File: config.mk
export PLATFORM = sky130hd
export DESIGN_NAME = pc_sequencer_flat
export DESIGN_NICKNAME = d
export VERILOG_FILES = /design/src/rtl/pc_sequencer_pkg.sv /design/src/rtl/pc_sequencer_if.sv /design/src/rtl/pc_sequencer_ras_stack.sv /design/src/rtl/pc_sequencer.sv /design/src/flat_wrapper.sv
export SDC_FILE = /design/constraint.sdc
export NUM_CORES = 1
export LEC_CHECK = 0
export CAP_MARGIN = 5
export CORE_UTILIZATION = 55
export DETAILED_ROUTE_END_ITERATION = 12
export GPL_TIMING_DRIVEN = 0
export PLACE_DENSITY = 0.92
export SLEW_MARGIN = 20
export SYNTH_ARGS = -nofsm -noshare
export SYNTH_HDL_FRONTEND = slang
export SYNTH_SLANG_ARGS = --single-unit
File: constraint.sdc
create_clock -name Clk -period 6.08 [get_ports Clk]
set_input_delay 0.608 -clock Clk [delete_from_list [all_inputs] [get_ports Clk]]
set_output_delay 0.608 -clock Clk [all_outputs]
set_load 0.1 [all_outputs]
File: src/rtl/pc_sequencer_pkg.sv
// Shared definitions for the fetch-stage PC sequencer: next-PC source
// encoding and default vector addresses.
package pc_pkg;

    typedef enum logic [2:0] {
        SRC_RESET,
        SRC_EXC,
        SRC_BR,
        SRC_RET,
        SRC_JMP,
        SRC_SEQ,
        SRC_HOLD
    } pc_src_e;

    localparam logic [31:0] DEF_RESET_VEC = 32'h0000_0000;
    localparam logic [31:0] DEF_EXC_VEC   = 32'h0000_0080;

endpackage

File: src/rtl/pc_sequencer_if.sv
// Redirect/stall inputs and fetch-address outputs of the PC sequencer.
interface pc_sequencer_if #(
    parameter int ADDR_W = 32
);
    logic              En;
    logic              ExcValid;
    logic              BrValid;
    logic [ADDR_W-1:0] BrTarget;
    logic              RetValid;
    logic [ADDR_W-1:0] RetTarget;
    logic              JmpValid;
    logic              JmpLink;
    logic [ADDR_W-1:0] JmpTarget;
    logic [ADDR_W-1:0] PCResult;
    logic [ADDR_W-1:0] PCPlus4;
    logic              RasEmpty;
    logic              RasFull;
    logic              AlignErr;

    modport master (
        output En, ExcValid, BrValid, BrTarget, RetValid, RetTarget,
               JmpValid, JmpLink, JmpTarget,
        input  PCResult, PCPlus4, RasEmpty, RasFull, AlignErr
    );

    modport slave (
        input  En, ExcValid, BrValid, BrTarget, RetValid, RetTarget,
               JmpValid, JmpLink, JmpTarget,
        output PCResult, PCPlus4, RasEmpty, RasFull, AlignErr
    );
endinterface

File: src/rtl/pc_sequencer_ras_stack.sv
// Circular return-address stack: push overwrites the oldest entry when full,
// pop on empty is a no-op, flush drops the count but keeps the write pointer.
module ras_stack #(
    parameter int ADDR_W    = 32,
    parameter int RAS_DEPTH = 4
) (
    input  logic              Clk,
    input  logic              Reset,
    input  logic              push,
    input  logic              pop,
    input  logic              flush,
    input  logic [ADDR_W-1:0] push_data,
    output logic [ADDR_W-1:0] top,
    output logic              empty,
    output logic              full
);
    localparam int PW = $clog2(RAS_DEPTH);
    localparam int CW = $clog2(RAS_DEPTH + 1);

    logic [ADDR_W-1:0] mem [RAS_DEPTH];
    logic [PW-1:0]     wp;
    logic [CW-1:0]     cnt;

    assign empty = (cnt == '0);
    assign full  = (cnt == CW'(RAS_DEPTH));
    assign top   = mem[wp - PW'(1)];

    always_ff @(posedge Clk) begin
        if (Reset) begin
            wp  <= '0;
            cnt <= '0;
        end else if (flush) begin
            cnt <= '0;
        end else if (push) begin
            wp <= wp + PW'(1);
            if (!full) cnt <= cnt + CW'(1);
        end else if (pop && !empty) begin
            wp  <= wp - PW'(1);
            cnt <= cnt - CW'(1);
        end
    end

    // Entry contents need no reset; only the pointer/count define validity.
    always_ff @(posedge Clk) begin
        if (!Reset && !flush && push) mem[wp] <= push_data;
    end
endmodule

File: src/rtl/pc_sequencer.sv
// Fetch-stage PC register with fixed-priority redirect mux, stall enable,
// target word-alignment and a return-address stack for call/return.
module pc_sequencer
    import pc_pkg::*;
#(
    parameter int                ADDR_W    = 32,
    parameter logic [ADDR_W-1:0] RESET_VEC = ADDR_W'(DEF_RESET_VEC),
    parameter logic [ADDR_W-1:0] EXC_VEC   = ADDR_W'(DEF_EXC_VEC),
    parameter int                RAS_DEPTH = 4
) (
    input logic           Clk,
    input logic           Reset,
    pc_sequencer_if.slave bus
);
    pc_src_e           src;
    logic [ADDR_W-1:0] pc_q, pc_d, pc_plus4, raw_tgt, ras_top;
    logic              ras_empty, ras_full, redirect, align_q;

    assign pc_plus4     = pc_q + ADDR_W'(4);
    assign bus.PCResult = pc_q;
    assign bus.PCPlus4  = pc_plus4;
    assign bus.RasEmpty = ras_empty;
    assign bus.RasFull  = ras_full;
    assign bus.AlignErr = align_q;

    always_comb begin
        src = SRC_HOLD;
        if (Reset)             src = SRC_RESET;
        else if (bus.ExcValid) src = SRC_EXC;
        else if (bus.BrValid)  src = SRC_BR;
        else if (bus.RetValid) src = SRC_RET;
        else if (bus.JmpValid) src = SRC_JMP;
        else if (bus.En)       src = SRC_SEQ;
    end

    always_comb begin
        raw_tgt  = '0;
        redirect = 1'b0;
        pc_d     = pc_q;
        case (src)
            SRC_BR:  begin raw_tgt = bus.BrTarget;  redirect = 1'b1; end
            SRC_RET: begin raw_tgt = ras_empty ? bus.RetTarget : ras_top; redirect = 1'b1; end
            SRC_JMP: begin raw_tgt = bus.JmpTarget; redirect = 1'b1; end
            default: ;
        endcase
        case (src)
            SRC_RESET: pc_d = RESET_VEC;
            SRC_EXC:   pc_d = EXC_VEC;
            SRC_SEQ:   pc_d = pc_plus4;
            SRC_HOLD:  pc_d = pc_q;
            default:   pc_d = {raw_tgt[ADDR_W-1:2], 2'b00};
        endcase
    end

    always_ff @(posedge Clk) begin
        pc_q <= pc_d;
        if (Reset) align_q <= 1'b0;
        else       align_q <= redirect && (raw_tgt[1:0] != 2'b00);
    end

    // Stack ops follow the winning source only; a suppressed call/ret is inert.
    ras_stack #(
        .ADDR_W   (ADDR_W),
        .RAS_DEPTH(RAS_DEPTH)
    ) u_ras (
        .Clk      (Clk),
        .Reset    (Reset),
        .push     ((src == SRC_JMP) && bus.JmpLink),
        .pop      (src == SRC_RET),
        .flush    (src == SRC_EXC),
        .push_data(pc_plus4),
        .top      (ras_top),
        .empty    (ras_empty),
        .full     (ras_full)
    );
endmodule

File: src/flat_wrapper.sv
// flat-port wrapper written by rule: the top's interface ports become plain ports
module pc_sequencer_flat import pc_pkg::*;
#(
    parameter int                ADDR_W    = 32,
    parameter logic [ADDR_W-1:0] RESET_VEC = ADDR_W'(DEF_RESET_VEC),
    parameter logic [ADDR_W-1:0] EXC_VEC   = ADDR_W'(DEF_EXC_VEC),
    parameter int                RAS_DEPTH = 4
)
  (Clk, Reset, bus_En, bus_ExcValid, bus_BrValid, bus_BrTarget, bus_RetValid, bus_RetTarget, bus_JmpValid, bus_JmpLink, bus_JmpTarget, bus_PCResult, bus_PCPlus4, bus_RasEmpty, bus_RasFull, bus_AlignErr);
  pc_sequencer_if #(.ADDR_W(ADDR_W)) bus_i ();
  input logic Clk;
  input logic Reset;
  input wire logic [$bits(bus_i.En)-1:0] bus_En;
  input wire logic [$bits(bus_i.ExcValid)-1:0] bus_ExcValid;
  input wire logic [$bits(bus_i.BrValid)-1:0] bus_BrValid;
  input wire logic [$bits(bus_i.BrTarget)-1:0] bus_BrTarget;
  input wire logic [$bits(bus_i.RetValid)-1:0] bus_RetValid;
  input wire logic [$bits(bus_i.RetTarget)-1:0] bus_RetTarget;
  input wire logic [$bits(bus_i.JmpValid)-1:0] bus_JmpValid;
  input wire logic [$bits(bus_i.JmpLink)-1:0] bus_JmpLink;
  input wire logic [$bits(bus_i.JmpTarget)-1:0] bus_JmpTarget;
  output wire logic [$bits(bus_i.PCResult)-1:0] bus_PCResult;
  output wire logic [$bits(bus_i.PCPlus4)-1:0] bus_PCPlus4;
  output wire logic [$bits(bus_i.RasEmpty)-1:0] bus_RasEmpty;
  output wire logic [$bits(bus_i.RasFull)-1:0] bus_RasFull;
  output wire logic [$bits(bus_i.AlignErr)-1:0] bus_AlignErr;
  assign bus_i.En = bus_En;
  assign bus_i.ExcValid = bus_ExcValid;
  assign bus_i.BrValid = bus_BrValid;
  assign bus_i.BrTarget = bus_BrTarget;
  assign bus_i.RetValid = bus_RetValid;
  assign bus_i.RetTarget = bus_RetTarget;
  assign bus_i.JmpValid = bus_JmpValid;
  assign bus_i.JmpLink = bus_JmpLink;
  assign bus_i.JmpTarget = bus_JmpTarget;
  assign bus_PCResult = bus_i.PCResult;
  assign bus_PCPlus4 = bus_i.PCPlus4;
  assign bus_RasEmpty = bus_i.RasEmpty;
  assign bus_RasFull = bus_i.RasFull;
  assign bus_AlignErr = bus_i.AlignErr;
  pc_sequencer #(.ADDR_W(ADDR_W), .RESET_VEC(RESET_VEC), .EXC_VEC(EXC_VEC), .RAS_DEPTH(RAS_DEPTH)) u_core (.Clk(Clk), .Reset(Reset), .bus(bus_i));
endmodule
==> impl_metrics.toml <==
[status]
status = "finished, final reports clean"

[logic_synthesis]
syn_area_sq_mm = 0.007572
synth_cell_types = 57
syn_inst = 528
yosys_warnings = 0
async_flop_share_pct = 0
synth.yosys.seq_area_share_pct = 61.07
ys_ff_latch = 156
yosysTopAreaCell = "edfxtp_1"
netlist.area_leader.share_pct = 59.48
avgSynthCellArea_sq_um = 14.34
synth_ff_type = "edfxtp_1"
synth_enable_flop_cells = 150
yosys-top-cells-area = "edfxtp_1, mux4_2, o211ai_1, xnor2_1, a32o_1"

[timing]
setup_violations = 0
finalCritPeriodShare_pct = 78.16
rsz0062_at_grt = "no"
period_needed_ns = 4.752
tns_ns = 0
maxSlewHeadroom_pct = 29.46
tightestPinTransition_ns = 1.055
holdWs_ns = 0.3918
skew_ns = 0.01148
max_clock_freq_mhz = 210.4
drv_slew = 0
hold_viol = 0

[die]
fp.dieW_um = 119.3
rows = 42
initial_utilization_pct = 56.73
die_h_um = 119.3
die_area_sq_mm = 0.01424
coreArea_sq_mm = 0.01335
io_pins = 171

[placement]
placed_cell_area_sq_mm = 0.009562
io_buffer_count = 164
place.gp.congestion = 0.8972
place_hpwl_um = 16470

[clocking]
cts_tree = "built"
ctsHoldBuffers = 0
post_cts_resized = 0
root_buffer = "clkbuf_16"
clk_pin_slew_worst_paths_ns = 0.07
cts_made_buffers = 17
cts_sinks = 156
post_cts_buffers = 0
cts_buffer_depth = 2
clk_latency_ns = 0.44
cts_htree_levels = 4

[global_routing]
grt_max_degree = 31
track_usage_pct = 34.47
grt_pass1_vias = 6138
antenna_found_initial = 0
grt_pass1_wl_um = 35380
gr-total-overflow = 0

[critical_path]
required_ns = 5.47
r2r-start = "u_core.u_ras.wp[0]"
worst_r2r_endpoint = "u_core.bus.PCResult[17]"
critPathCaptureType = "output pin"
path_max_fanout = 6
start_kind = "flip-flop"
worst_r2r_path_depth = 7
cp.arrival_ns = 4.14
r2r_slack_ns = 2.05
worstSetupPathType = "flip-flop to output pin"

[min_path]
hold_depth = 2
hp-class = "input port to flip-flop"
min_to = "u_core.u_ras.wp[0]"
hold_start = "Reset"

[pwr]
vdd_ir_drop_max_uv = 235.7
p_leak_nw = 3.355
pwr_density_cell_mw_per_mm2 = 269.2
p_total_mw = 2.739

[finish]
syn_to_final_growth_pct = 34.35
final_common_cell = "clkdlybuf4s50_1"
antenna_cells = 0
fin_util_pct = 76.22
fin_area_sq_mm = 0.01017
layout-drive-gt1-share_pct = 12.45
nets = 828
final_cell_mix = "clkdlybuf4s50_1, edfxtp_1, nand2_1"

[run]
drv_cap = 0

[route]
first_iter_violations = 951
first_pass_iters = 6
via_per_inst = 6.851
wl_per_cell_um = 26.46
detail-route-antenna-nets = 0
vias = 6214
drc_errors = 0
drt_wl_total_um = 24000
==> Yosys cell counts (all sizes together), types with 6 or more instances <==
| library cell | number |
|---|---|
| nand3 | 29 |
| nand2 | 35 |
| nor4 | 8 |
| buf | 18 |
| a221oi | 14 |
| a222oi | 7 |
| nand4 | 15 |
| mux4 | 30 |
| a32o | 14 |
| xor2 | 10 |
| edfxtp | 150 |
| dfxtp | 6 |
| o21ai | 8 |
| nor2 | 13 |
| or4 | 14 |
| clkbuf | 22 |
| nor3 | 6 |
| o211ai | 21 |
| and3 | 7 |
| xnor2 | 18 |
| inv | 13 |
==> metal layers <==
metal,wire length [um],global-route usage (%),vias up
met1,8406,42.60,2956
met4,1150,18.98,0
li1,-,-,2557
met5,0,0,-
met2,11540,54.43,585
met3,2902,10.44,116
==> logic make-up (layout without fill, tap and decap cells) <==
| kind of cell | count (synthesis) | after routing | share of synthesized area, % |
|---|---|---|---|
| AO/OA/AOI/OAI | 95 | 95 | 10.21 |
| XOR/XNOR | 28 | 28 | 3.239 |
| adder cells (fa/ha/maj) | 6 | 6 | 1.091 |
| buffers and inverters | 53 | 253 | 3.354 |
| flip-flops | 156 | 156 | 61.07 |
| multiplexers | 35 | 35 | 9.584 |
| other | 1 | 4 | 0.04952 |
| AND/OR/NAND/NOR | 154 | 154 | 11.40 |
==> stage by stage <==
stage	instances	setup slack [ns]
5_1_grt	907	1.193
2_1_floorplan	531	1.408
3_5_place_dp	875	1.833
3_3_place_gp	871	1.329
4_1_cts	907	1.362
6_report	907	1.328
==> worst max-delay path, cell delays in order (launching register included) <==
cell             delay, ns
edfxtp_1              0.51
ha_1                  0.28
nand3_1               0.32
or4_1                 0.61
clkbuf_1              0.18
nor2_1                0.16
xor2_1                0.42
clkdlybuf4s50_1       1.22
==> registers in the layout, indices dropped and copies added, names as in the netlist <==
name and cells:
u_core.u_ras.cnt 3, u_core.u_ras.mem 120, u_core.bus.PCResult 30, u_core.bus.AlignErr 1
u_core.u_ras.wp 2
==> final cells by class <==
| cell class | instances | area [sq um] |
|---|---|---|
| Buffer | 40 | 205.2 |
| Clock buffer | 25 | 495.5 |
| Clock inverter | 7 | 110.1 |
| Fill cell | 783 | 3174 |
| Inverter | 13 | 48.80 |
| Multi-Input combinational cell | 322 | 2718 |
| Sequential cell | 156 | 4624 |
| Tap cell | 176 | 220.2 |
| Timing Repair Buffer | 168 | 1752 |
==> power breakdown <==
part | switching, mW | leakage (nW) | internal, mW | total [mW]
clock network | 0.415 | 0.301 | 0.687 | 1.10
registers | 0.0258 | 1.49 | 1.20 | 1.22
logic | 0.286 | 1.56 | 0.130 | 0.416
total | 0.727 | 3.36 | 2.01 | 2.74
==> how the worst max path moves through the flow <==
stage	slack, ns	cells past startpoint	startpoint	to
after CTS	1.36	7	u_core.bus.PCResult[2]	bus_PCPlus4[26]
after global routing	1.19	7	u_core.bus.PCResult[2]	bus_PCPlus4[26]
after floorplan	1.41	4	u_core.bus.PCResult[6]	bus_PCPlus4[31]
after global placement	1.33	7	bus_BrValid	u_core.u_ras.mem[1][26]
final	1.33	7	u_core.bus.PCResult[2]	bus_PCPlus4[26]
after detailed placement	1.83	8	bus_BrValid	u_core.u_ras.mem[0][24]
No activity file was read; power rests on OpenSTA's default activity.
